$ cat config.mk
export PLATFORM = sky130hd
export DESIGN_NAME = prog_loader
export DESIGN_NICKNAME = d
export VERILOG_FILES = /design/src/rtl/prog_loader.sv
export SDC_FILE = /design/constraint.sdc
export NUM_CORES = 1
export LEC_CHECK = 0
export BUFFER_PORTS_ARGS = -buffer_cell sky130_fd_sc_hd__buf_4
export CAP_MARGIN = 25
export CORE_UTILIZATION = 45
export CTS_BUF_LIST = sky130_fd_sc_hd__clkbuf_16
export CTS_CLUSTER_DIAMETER = 150
export DETAILED_ROUTE_END_ITERATION = 12
export PLACE_DENSITY = 0.71
export SYNTH_ARGS = -nofsm -noshare
export SYNTH_HDL_FRONTEND = slang
export SYNTH_SLANG_ARGS = --single-unit
$ cat constraint.sdc
create_clock -name clk -period 2 [get_ports clk]
set_clock_uncertainty 0.05 [all_clocks]
set_input_delay 0.2 -clock clk [delete_from_list [all_inputs] [get_ports clk]]
set_output_delay 0.2 -clock clk [all_outputs]
set_load 0.01 [all_outputs]
$ cat src/rtl/prog_loader.sv
// Program loader: collects a byte stream little-endian into DATA_SIZE-bit
// words and writes each one to consecutive program memory addresses.
// Every output is decoded from registered state only.
module prog_loader #(
   parameter int DATA_SIZE = 16,
   parameter int ADDR_SIZE = 4
) (
   input  logic                 clk,
   input  logic                 rstn,
   input  logic                 START,
   input  logic [ADDR_SIZE:0]   LEN,
   input  logic [7:0]           BYTE_IN,
   input  logic                 BYTE_VALID,
   output logic                 BYTE_READY,
   output logic                 W,
   output logic [DATA_SIZE-1:0] DATA_WR,
   output logic [ADDR_SIZE-1:0] ADDR,
   output logic                 BUSY,
   output logic                 DONE
);

   localparam int unsigned BYTES  = DATA_SIZE / 8;
   localparam int unsigned BIDX_W = (BYTES > 1) ? $clog2(BYTES) : 1;

   localparam logic [BIDX_W-1:0]  LAST_BYTE = BIDX_W'(BYTES - 1);
   localparam logic [ADDR_SIZE:0] MAX_LEN   = {1'b1, {ADDR_SIZE{1'b0}}};

   localparam logic [1:0] S_IDLE   = 2'd0;
   localparam logic [1:0] S_RECV   = 2'd1;
   localparam logic [1:0] S_WRITE  = 2'd2;
   localparam logic [1:0] S_FINISH = 2'd3;

   logic [1:0]           state_q, state_d;
   logic [ADDR_SIZE:0]   len_q,   len_d;
   logic [ADDR_SIZE:0]   cnt_q,   cnt_d;
   logic [BIDX_W-1:0]    bidx_q,  bidx_d;
   logic [DATA_SIZE-1:0] data_q,  data_d;
   logic [ADDR_SIZE:0]   cnt_inc;

   // Next-state logic: load sequencing, byte assembly and word counting
   always_comb begin
      state_d = state_q;
      len_d   = len_q;
      cnt_d   = cnt_q;
      bidx_d  = bidx_q;
      data_d  = data_q;
      cnt_inc = cnt_q + 1'b1;
      case (state_q)
         S_IDLE: begin
            if (START) begin
               len_d   = (LEN > MAX_LEN) ? MAX_LEN : LEN;
               cnt_d   = '0;
               bidx_d  = '0;
               state_d = (LEN == '0) ? S_FINISH : S_RECV;
            end
         end
         S_RECV: begin
            if (BYTE_VALID) begin
               for (int unsigned k = 0; k < BYTES; k++) begin
                  if (bidx_q == BIDX_W'(k)) begin
                     data_d[8*k +: 8] = BYTE_IN;
                  end
               end
               if (bidx_q == LAST_BYTE) begin
                  state_d = S_WRITE;
               end else begin
                  bidx_d = bidx_q + 1'b1;
               end
            end
         end
         S_WRITE: begin
            cnt_d   = cnt_inc;
            bidx_d  = '0;
            state_d = (cnt_inc == len_q) ? S_FINISH : S_RECV;
         end
         S_FINISH: begin
            state_d = S_IDLE;
         end
         default: begin
            state_d = S_IDLE;
         end
      endcase
   end

   // State registers with asynchronous clear
   always_ff @(posedge clk or negedge rstn) begin
      if (!rstn) begin
         state_q <= S_IDLE;
         len_q   <= '0;
         cnt_q   <= '0;
         bidx_q  <= '0;
         data_q  <= '0;
      end else begin
         state_q <= state_d;
         len_q   <= len_d;
         cnt_q   <= cnt_d;
         bidx_q  <= bidx_d;
         data_q  <= data_d;
      end
   end

   // Output decode; the address wraps naturally once the count reaches 2**ADDR_SIZE
   always_comb begin
      BYTE_READY = (state_q == S_RECV);
      W          = (state_q == S_WRITE);
      DONE       = (state_q == S_FINISH);
      BUSY       = (state_q != S_IDLE);
      ADDR       = cnt_q[ADDR_SIZE-1:0];
      DATA_WR    = data_q;
   end

endmodule

==> out/qor.yml, run 1 <==
gp_congestion: 0.775
wire_length_of_the_first_global_routing_pass_mm: 4.60
postSynthRegisterBits: 29
timing.critical_path.required_ns: 2.10
mappedNetlistArea_um2: 1360
syn-instance-count: 115
post-place-ws_ns: 0.354
met3_length_um: 159
critical-path-top-delay-family: "simple AND/OR/NAND/NOR gates"
grt_max_degree: 30
timing.critical_path.cells: "nor2b_4 > nand2_1 > nor2_2 > mux2_2"
antenna_cells_inserted: 0
route.layer.met1.wl_mm: 1.17
max_cap_violations: 0
netlist_top_cells_area: "sky130_fd_sc_hd__dfrtp_1 53%, sky130_fd_sc_hd__mux2_2 14%, sky130_fd_sc_hd__xnor2_1 3.2%"
endpoint_kind: "register"
cts-root-to-sink-buffers: 2
synth_top_area_share_pct: 53.5
postLayoutCoreUtil_pct: 64.9
nNetsFinal: 175
critical-path-max-stage-delay_ns: 0.47
detailedRoute.firstIterationViolations: 34
floorplan.die_area_um2: 3240
layout_cell_share_with_drive_strength_beyond_1_pct: 43.0
layout.area.seq_um2: 726
synth_top_flop_cell: "sky130_fd_sc_hd__dfrtp_1"
async_flop_share_pct: 100
status: "finished, violations left"
cts.sink_count: 29
routed-via-count: 983
top_layer_used: "met4"
clock_tree_from_tritoncts: "yes"
postSynthNetCount: 133
multiInputGateArea_um2: 568
critical_path_peak_fanout: 8
initial_utilization_pct: 48.4
final_cell_mix: "41 x sky130_fd_sc_hd__buf_4, 29 x sky130_fd_sc_hd__dfrtp_1, 17 x sky130_fd_sc_hd__mux2_2, 11 x sky130_fd_sc_hd__nand2_1, 7 x sky130_fd_sc_hd__o21ai_0"
setup_repair_after_global_routing_missed_its_margin: "no"
postCtsSetupBuffers: 0
grt_use_total_pct: 19.5
global_route.overflow_total: 0
place_hpwl_mm: 1.89
ys.warnings.count: 0
p_leak_nw: 0.882
finalWorstPathRequiredPeriod_ns: 1.68
timing.setup.critical_path_class: "reg -> reg"
synth-edff-count: 0
cts_buffers: 5
io_buffer_count: 40
yosysTopAreaCell: "sky130_fd_sc_hd__dfrtp_1"
setup_total_negative_slack_ns: 0
wl_per_cell_um: 14.3
areaGrowthSynthToFinish_pct: 34.1
drtAntennaViolNets: 0
max_clock_freq_ghz: 0.596
worst_pin_slew_ns: 0.486
clock_latency_ns: 0.27
timing.final.ws_setup_ns: 0.322
cts-htree-levels: 2
worst_path_buf_inv: 0
failed_checks: "DRC"
arrival_ns: 1.78
detail_route.first_pass.iterations: 8
worst_setup_path_start_kind: "register"
fillers: 236
vdd_drop_max_mv: 1.01
die_extent_in_x_um: 56.9
period_share_pct: 83.9
synth.yosys.seq_area_share_pct: 53.5
final-instance-count-excl-fill: 189
synthDistinctLibCells: 30
wl_mm: 2.71
vias_in_the_first_global_route: 1012
finalSetupViolCount: 0
placeableCoreArea_um2: 2810
power_per_cell_area_nw_per_um2: 1690
slew_headroom_pct: 67.5
final-max-slew-violation-count: 0
cts-root-buf: "sky130_fd_sc_hd__clkbuf_16"
min-delay-path-class: "in -> reg"
fp.dieH_um: 56.9
final_common_cell: "sky130_fd_sc_hd__buf_4"
syn_area_per_cell_um2: 11.8
row_count: 19
wl_met2_mm: 1.28
critical_path.slowest_cell: "sky130_fd_sc_hd__dfrtp_1"
initial_antenna_violation_count: 0
total_power_w: 0.00307
dp.cells: 180
io-pin-count: 41
finalHoldViolations: 0
clkSlewWorstSetupHoldPaths_ns: 0.05
drc_errors: 4
vias_per_cell: 5.20
## through the flow
step | hold slack (ns) | instance area, um^2
after floorplan | -0.146 | 1360
after global placement | 0.0917 | 1650
after detailed placement | 0.0937 | 1650
after CTS | 0.112 | 1820
after global routing | 0.110 | 1820
final | 0.114 | 1820
## cell usage after synthesis, types with 2 or more instances
cell	instances
sky130_fd_sc_hd__a21oi_1	3
sky130_fd_sc_hd__a22o_1	2
sky130_fd_sc_hd__buf_4	4
sky130_fd_sc_hd__buf_6	2
sky130_fd_sc_hd__dfrtp_1	29
sky130_fd_sc_hd__inv_1	2
sky130_fd_sc_hd__mux2_2	17
sky130_fd_sc_hd__nand2_1	11
sky130_fd_sc_hd__nand2b_1	4
sky130_fd_sc_hd__nand3_1	4
sky130_fd_sc_hd__nor2_1	4
sky130_fd_sc_hd__nor3_1	3
sky130_fd_sc_hd__o21ai_0	7
sky130_fd_sc_hd__xnor2_1	5
sky130_fd_sc_hd__xor2_1	3
## cells by family after synthesis
logic type / count (synthesis) / synth area share, %
AOI/OAI and AO/OA: 16 / 7.28
xor gates and xnor gates: 8 / 5.16
adders and majority gates: 1 / 0.922
buffers and inverters: 9 / 4.70
DFF: 29 / 53.5
muxes: 19 / 15.9
and+or+nand+nor: 33 / 12.5
## worst paths after layout
kind,start,end,slack [ns],cells after the start
worst max-delay path,state_q[0],DATA_WR[0],0.32,4
max in group asynchronous,rstn,cnt_q[4],1.30,2
worst min register to register,len_q[0],len_q[0],0.45,2
worst min-delay path,BYTE_IN[2],DATA_WR[10],0.11,2
worst max register to register,state_q[0],DATA_WR[0],0.32,4
min in group asynchronous,rstn,cnt_q[2],0.33,2
## power by group
| part | switching (W) | internal (W) | total [W] |
|---|---|---|---|
| combinational | 0.000494 | 0.000676 | 0.00117 |
| clock | 0.000241 | 0.000576 | 0.000817 |
| sequential | 0.000229 | 0.000859 | 0.00109 |
| total | 0.000963 | 0.00211 | 0.00307 |
## layer usage
metal  up-vias  global-route usage, %
met3        12                   7.83
met1       471                   22.1
li1        475                      -
met2        25                   30.3
met5         -                      0
met4         0                   13.2
## layout make-up
class	instances	area share [%]
Clock inverter	3	2.06
Inverter	2	0.412
Clock buffer	5	6.87
Tap cell	31	2.13
Timing Repair Buffer	42	17.5
Multi-Input combinational cell	77	31.2
Sequential cell	29	39.9
## registers in the layout, indices dropped and copies added, names as in the netlist
register	cells
bidx_q	1
len_q	5
DATA_WR	16
state_q	2
cnt_q	5
## timing repair
action,in CTS,in global routing
hold endpoints to repair,29,0
resized for setup,0,0
hold buffers,1,0
Power figures use the tool's default switching activity.
==> run 2, diff against run 1 <==
Settings changed: PLACE_DENSITY 0.71 to 0.74.
Clock period 2 ns to 1.5 ns, I/O delays scaled along.
==> run 2 against run 1 <==
  * Worst hold slack got worse by 0.043 ns
  * Critical path type unchanged
  * Non-clock buffer count is 14 higher
  * The flow still finishes with violations (DRC)
  * Combinational power up 63%
  * Count of clock-buffer cells in the layout unchanged
  * Critical endpoint unchanged
  * Cell area grew 8.2%
  * Sequential share of layout area fell by 2.9 points
==> out/qor.yml, run 2 (synthesis gave the netlist of run 1 again) <==
wl_mm: 2.95
worst_r2r_endpoint: "DATA_WR[0]"
period_share_pct: 98.9
initial_utilization_pct: 48.4
timing.critical_path.required_ns: 1.60
cts-htree-levels: 2
final_common_cell: "sky130_fd_sc_hd__buf_4"
status: "finished, violations left"
floorplan.die_area_um2: 3240
cts.sink_count: 29
areaGrowthSynthToFinish_pct: 45.2
clkSlewWorstSetupHoldPaths_ns: 0.05
min-delay-path-class: "in -> reg"
wl_per_cell_um: 14.6
hold-path-endpoint: "DATA_WR[6]"
cts_buffers: 5
grt_max_degree: 30
timing.setup.critical_path_class: "reg -> reg"
fp.dieH_um: 56.9
setup_repair_after_global_routing_missed_its_margin: "yes"
whs_ns: 0.0712
worst_pin_slew_ns: 0.377
vdd_drop_max_mv: 1.33
io-pin-count: 41
holdCritStartpoint: "BYTE_IN[6]"
timing.critical_path.cells: "nor2b_4 > nand2_2 > nor2_4 > buf_6 > mux2_2"
initial_antenna_violation_count: 0
number_of_cells_on_the_worst_hold_path: 2
postLayoutCoreUtil_pct: 70.2
clock_tree_from_tritoncts: "yes"
p_leak_nw: 0.947
max_clock_freq_ghz: 0.674
nNetsFinal: 189
critical_path_peak_fanout: 7
finalSetupViolCount: 0
gp_congestion: 0.799
clock_latency_ns: 0.27
timing.final.ws_setup_ns: 0.0169
r2r_slack_ns: 0.02
global_route.overflow_total: 0
power_per_cell_area_nw_per_um2: 2160
vias_in_the_first_global_route: 1118
detailedRoute.firstIterationViolations: 21
die_extent_in_x_um: 56.9
antenna_cells_inserted: 0
final-instance-count-excl-fill: 203
largest_register_ffs: 16
finalHoldViolations: 0
routed-via-count: 1052
placeableCoreArea_um2: 2810
critical_path.slowest_cell: "sky130_fd_sc_hd__dfrtp_2"
slew_headroom_pct: 74.9
detail_route.first_pass.iterations: 8
io_buffer_count: 40
post-place-ws_ns: -0.0647
critical-path-max-stage-delay_ns: 0.46
wire_length_of_the_first_global_routing_pass_mm: 4.89
cts-root-to-sink-buffers: 2
vias_per_cell: 5.18
drtAntennaViolNets: 0
endpoint_kind: "register"
drc_errors: 4
arrival_ns: 1.58
grt_use_total_pct: 20.5
place_hpwl_mm: 2.16
row_count: 19
cts-root-buf: "sky130_fd_sc_hd__clkbuf_16"
final_cell_mix: "53 x sky130_fd_sc_hd__buf_4, 27 x sky130_fd_sc_hd__dfrtp_1, 16 x sky130_fd_sc_hd__mux2_2, 10 x sky130_fd_sc_hd__nand2_1, 7 x sky130_fd_sc_hd__o21ai_0"
max_cap_violations: 0
layout_cell_share_with_drive_strength_beyond_1_pct: 54.1
rr_worst_depth: 5
failed_checks: "DRC"
worst_r2r_startpoint: "state_q[1]"
worst_setup_path_start_kind: "register"
final-max-slew-violation-count: 0
dp.cells: 193
finalWorstPathRequiredPeriod_ns: 1.48
[run 2: power breakdown]
group,total (W),internal [W],switching [W]
registers,0.00145,0.00115,0.000301
clock network,0.000910,0.000596,0.000314
logic,0.00191,0.00113,0.000775
total,0.00427,0.00288,0.00139
[run 2: area by class of cell]
cell class / instances / area [um^2]
Tap cell: 31 / 38.8
Timing Repair Buffer: 56 / 430
Multi-Input combinational cell: 77 / 628
Clock inverter: 3 / 12.5
Inverter: 2 / 7.51
Sequential cell: 29 / 728
Fill cell: 225 / 835
Clock buffer: 5 / 125
[run 2: repair_timing]
item / CTS / global route
pin swaps: 2 / 7
hold buffers: 1 / 0
buffers inserted: 0 / 2
gates resized for setup: 5 / 11
hold endpoints to repair: 29 / 0
endpoints found under the setup margin: 2 / 11
[run 2: routing by layer]
metal,GRT usage [%],share of wire [%]
met1,21.9,38
met2,34.6,54
met3,8.99,5.8
met4,9.76,2.3
met5,0,0
[run 2: metrics by stage]
step / total power, W / TNS (ns) / instance area, um^2
6_report: 0.00427 / 0 / 1970
5_1_grt: 0.00451 / -0.146 / 1970
4_1_cts: 0.00416 / 0 / 1910
3_5_place_dp: 0.00320 / -0.0647 / 1750
3_3_place_gp: 0.00311 / 0 / 1750
2_1_floorplan: 0.00239 / -0.0391 / 1360
[run 2: worst max-delay path by stage]
stage | startpoint | endpoint | slack [ns] | cells after the start
finish | state_q[1] | DATA_WR[0] | 0.02 | 5
detailed placement | cnt_q[0] | state_q[1] | -0.06 | 5
global placement | cnt_q[0] | state_q[1] | 0.05 | 5
global route | cnt_q[0] | state_q[1] | -0.04 | 5
CTS | state_q[1] | len_q[3] | 0.02 | 5
floorplan | state_q[1] | len_q[4] | -0.04 | 5
[run 2: worst max-delay path, delay by kind of cell (launching register included)]
family	cells	cell delay (ns)
and+or+nand+nor	3	0.39
DFF	1	0.46
buffers and inverters	1	0.13
muxes	1	0.33
